## src/rtl/final_module.sv

```systemverilog
// final_module: output stage of the pipelined 8-bit iterative divider.
// Takes the final remainder/quotient magnitudes and operand signs, restores
// two's-complement signs, flags divide-by-zero and overflow, and buffers the
// signed results behind a valid/ready handshake (S1 register + 2-entry FIFO)
// so downstream backpressure can stall the divider without losing results.
module final_module (
  input  logic        clk,
  input  logic        rst_n,
  input  logic        in_valid,
  output logic        in_ready,
  input  logic [15:0] temp_in,
  input  logic [9:0]  item_in,
  output logic        out_valid,
  input  logic        out_ready,
  output logic [7:0]  quotient,
  output logic [7:0]  remainder,
  output logic        div0,
  output logic        ovf
);

  // Stage register S1 holding one finished division awaiting sign restore
  logic        s1_valid;
  logic [15:0] s1_temp;
  logic [9:0]  s1_item;

  // Two-entry result FIFO, each entry packed as {ovf, div0, remainder, quotient}
  logic [17:0] fifo_mem [2];
  logic        wr_ptr;
  logic        rd_ptr;
  logic [1:0]  count;

  logic        accept;
  logic        push;
  logic        pop;
  logic [17:0] result;

  logic        q_sign;
  logic        r_sign;
  logic [7:0]  q_mag;
  logic [7:0]  r_mag;
  logic [7:0]  d_mag;

  assign out_valid = (count != 2'd0);
  assign pop       = out_valid && out_ready;

  // S1 may drain whenever the FIFO has room, including room freed by a pop
  // in the same cycle; a full FIFO with a pop keeps count at 2.
  assign push      = s1_valid && ((count != 2'd2) || pop);

  // The out_ready term lets a full pipeline keep streaming at one per cycle.
  assign in_ready  = !s1_valid || (count != 2'd2) || (out_ready && (count != 2'd0));
  assign accept    = in_valid && in_ready;

  assign {ovf, div0, remainder, quotient} = fifo_mem[rd_ptr];

  // Sign restoration, divide-by-zero and overflow handling on the S1 contents
  always_comb begin
    q_mag  = s1_temp[7:0];
    r_mag  = s1_temp[15:8];
    d_mag  = s1_item[9:2];
    q_sign = s1_item[1] ^ s1_item[0];
    r_sign = s1_item[1];
    result = '0;
    if (d_mag == 8'h00) begin
      result = {1'b0, 1'b1, 8'h00, 8'hFF};
    end else begin
      result[7:0]  = q_sign ? (~q_mag + 8'd1) : q_mag;
      result[15:8] = r_sign ? (~r_mag + 8'd1) : r_mag;
      if (!q_sign && (q_mag == 8'h80)) begin
        result[7:0] = 8'h7F;
        result[17]  = 1'b1;
      end
    end
  end

  // Load S1 on an accepted input, free it when its result moves to the FIFO
  always_ff @(posedge clk or negedge rst_n) begin
    if (!rst_n) begin
      s1_valid <= 1'b0;
      s1_temp  <= '0;
      s1_item  <= '0;
    end else if (accept) begin
      s1_valid <= 1'b1;
      s1_temp  <= temp_in;
      s1_item  <= item_in;
    end else if (push) begin
      s1_valid <= 1'b0;
    end
  end

  // FIFO storage, pointers and occupancy; entries are cleared on reset so the
  // outputs read zero until the first result arrives.
  always_ff @(posedge clk or negedge rst_n) begin
    if (!rst_n) begin
      fifo_mem[0] <= '0;
      fifo_mem[1] <= '0;
      wr_ptr      <= 1'b0;
      rd_ptr      <= 1'b0;
      count       <= 2'd0;
    end else begin
      if (push) begin
        fifo_mem[wr_ptr] <= result;
        wr_ptr           <= ~wr_ptr;
      end
      if (pop) begin
        rd_ptr <= ~rd_ptr;
      end
      case ({push, pop})
        2'b10:   count <= count + 2'd1;
        2'b01:   count <= count - 2'd1;
        default: count <= count;
      endcase
    end
  end

endmodule

```

## config.mk

```make
export PLATFORM = sky130hd
export DESIGN_NAME = final_module
export DESIGN_NICKNAME = d
export VERILOG_FILES = /design/src/rtl/final_module.sv
export SDC_FILE = /design/constraint.sdc
export NUM_CORES = 1
export LEC_CHECK = 0
export CAP_MARGIN = 10
export CORE_MARGIN = 2
export CORE_UTILIZATION = 31
export CTS_CLUSTER_DIAMETER = 100
export DETAILED_ROUTE_END_ITERATION = 16
export PLACE_DENSITY_LB_ADDON = 0.08
export SKIP_CTS_REPAIR_TIMING = 1
export SLEW_MARGIN = 30
export SYNTH_ARGS = -nofsm -noshare
export SYNTH_HDL_FRONTEND = slang
export SYNTH_SLANG_ARGS = --single-unit
```

## constraint.sdc

```tcl
create_clock -name clk -period 1.8 [get_ports clk]
set_input_delay 0.36 -clock clk [delete_from_list [all_inputs] [get_ports clk]]
set_output_delay 0.36 -clock clk [all_outputs]
set_load 0.01 [all_outputs]
```

==> flow_summary.json <==
{
  "clkSlewWorstSetupHoldPaths_ps": 80,
  "status": "finished with violations",
  "cp-end-kind": "primary output",
  "pwr-share-comb": 0.447,
  "grt_max_degree": 68,
  "clk_latency_ps": 330,
  "grt_pass1_wl_mm": 11.2,
  "cts.path.max_buffers": 2,
  "drc": 0,
  "period_share": 1.07,
  "htreeDepth": 3,
  "syn_area_mm2": 0.00323,
  "switching_power_uw": 2120,
  "finalSetupTns_ps": -823,
  "firstDrtPassIters": 4,
  "fin_crit_ps": 1930,
  "cts_tree": "yes",
  "wire_per_inst_um": 14.3,
  "design_area_mm2": 0.00435,
  "dpl.hpwl_mm": 4.87,
  "cpMostUsedCell": "buf_6",
  "drive_gt1_frac": 0.333,
  "ant_nets": 0,
  "yosys_warnings": 0,
  "fmax_mhz": 519,
  "io_pins": 50,
  "reg2reg_setup_slack_ps": 30,
  "via_per_inst": 4.53,
  "synth_seq_cells": 67,
  "avgSynthCellArea_um2": 11.9,
  "max_slew_margin": 0.716,
  "path_cells": "buf_6 > buf_6 > clkbuf_16 > mux2_4 > buf_6",
  "hold_violations": 0,
  "first_iter_violations": 58,
  "clock-sinks": 67,
  "grt_pass1_vias": 2160,
  "final_cells": 490,
  "dieArea_mm2": 0.0112,
  "p_clk_frac": 0.201,
  "grt.total_usage": 0.130,
  "grt_setup_unrepaired": "true",
  "grt_antenna_before_repair": 0,
  "netlist-cell-type-count": 39,
  "area_growth_pct": 34.7,
  "total_leakage_power_uw": 0.00204,
  "critPathMaxStageDelay_ps": 430,
  "fp.dieW_um": 106,
  "critical_path_buf_inv_count": 4,
  "layout_common_cells": "66 x dfrtp_1, 28 x nand2_1, 27 x mux2_2, 27 x clkdlybuf4s50_1, 23 x buf_4",
  "fin_skew_ps": 7.71,
  "crit_fanout": 6,
  "path_class": "register to primary output",
  "syn_nets": 303,
  "numCtsBuffers": 9,
  "vdd_ir_drop_max_uv": 507,
  "switching_share": 0.323,
  "powerDensity_mw_per_mm2": 1510,
  "ys_seq_area_frac": 0.520,
  "place_inst": 467,
  "worst_hold_path_type": "input pin to asynchronous set/reset pin",
  "cpMaxStageDelayCell": "dfrtp_2",
  "cts-root-buf": "clkbuf_8",
  "total_power_uw": 6580,
  "power_frac_seq": 0.352,
  "synth_cells": 270,
  "via_count": 2221,
  "core_mm2": 0.0102,
  "violations": "setup timing",
  "initial_core_util": 0.315,
  "worstSetupStartpointType": "register",
  "die_h_um": 106,
  "setup_viol_count_final": 13,
  "row_count": 37,
  "drv_cap": 0,
  "final_common_cell": "dfrtp_1",
  "gp_congestion": 0.744,
  "internal-power_uw": 4460,
  "wl_mm": 7.01,
  "n_antenna_cell": 0,
  "gr-total-overflow": 0,
  "arrival_ps": 1570,
  "port_buffers": 49,
  "placed_area_mm2": 0.00401,
  "cp.required_ps": 1440,
  "fin_ws_ps": -126,
  "worstMarginPinSlew_ps": 423,
  "drv_slew": 0,
  "path_delay_family": "buffers and inverters",
  "fin_nets": 382
}
per-stage QoR:
stage / util / setup WS, ps / hold slack, ps
global placement: 0.392 / -456 / 424
floorplan: - / 43.0 / 64.4
global route: 0.425 / -178 / 65.0
CTS: 0.413 / -487 / 48.1
finish: 0.425 / -126 / 37.9
detailed placement: 0.392 / -479 / 416
metal layers:
metal  track usage  vias to the layer above  wire length, µm
met5             0                        -                0
met4        0.0592                        0              105
met3        0.0233                        9              205
met2         0.195                       42             3090
met1         0.182                     1066             3610
li1              -                     1104                -
area by class of cell:
cell class,instances,area (µm²)
Clock buffer,12,165
Clock inverter,4,47.5
Fill cell,991,5890
Inverter,7,26.3
Multi-Input combinational cell,184,1470
Sequential cell,67,1680
Tap cell,136,170
Timing Repair Buffer,80,786
synthesized netlist by cell type (all sizes together):
library cell	n	share of area
dfrtp	67	0.52
nand3	3	0.0047
xor2	6	0.016
nand2	29	0.039
clkbuf	1	0.0012
a21boi	1	0.0023
nor4	5	0.0097
nand3b	1	0.0023
mux2i	1	0.0031
nor2b	2	0.0039
nor2	13	0.015
and2	2	0.0039
and3	1	0.0023
or2b	1	0.0023
o41ai	1	0.0027
a21oi	7	0.011
o21a	1	0.0023
and4	1	0.0027
o31ai	4	0.0093
or2	3	0.0066
nand2b	2	0.0039
ha	3	0.012
or3	2	0.0039
buf	11	0.026
o21ai	21	0.033
a211o	1	0.0027
a31oi	1	0.0019
a22oi	1	0.0023
nor3	7	0.011
or3b	1	0.0035
inv	7	0.0081
a2bb2oi	5	0.014
xnor2	9	0.024
mux2	49	0.19
kinds of logic (layout without fill, tap and decap cells):
group / Yosys count / count (layout) / synth area share
and+or+nand+nor: 73 / 73 / 0.114
DFF: 67 / 67 / 0.520
muxes: 50 / 50 / 0.197
AOI/OAI and AO/OA: 43 / 43 / 0.0807
buffers and inverters: 19 / 103 / 0.0353
xor gates and xnor gates: 15 / 15 / 0.0407
adders and majority gates: 3 / 3 / 0.0116
sequential cells by signal, summed over array words and instances, names as in the netlist:
name / flops
wr_ptr: 1
s1_temp: 16
rd_ptr: 1
count: 2
s1_item: 10
s1_valid: 1
fifo_mem: 36
worst register-to-register path: stages (launching register included):
cell	delay (ps)
dfrtp_1	380
or3b_4	370
or2_4	270
nand2_8	240
mux2_2	390
power groups by stage:
stage	Combinational, µW	Clock, µW	Sequential (µW)
2_1_floorplan	1710	0	2270
3_3_place_gp	2850	0	2330
3_5_place_dp	2870	0	2340
4_1_cts	2880	1360	2310
5_1_grt	3240	1440	2390
6_report	2940	1320	2320
path summary, 6_finish.rpt:
path,to,cells past startpoint,from
max,remainder[5],5,rd_ptr
min,fifo_mem[13],2,rst_n
max reg2reg,s1_temp[15],4,count[0]
min reg2reg,fifo_mem[34],2,fifo_mem[34]
max in group asynchronous,rd_ptr,2,rst_n
min in group clk,rd_ptr,3,out_ready
Power figures use the tool's default switching activity.
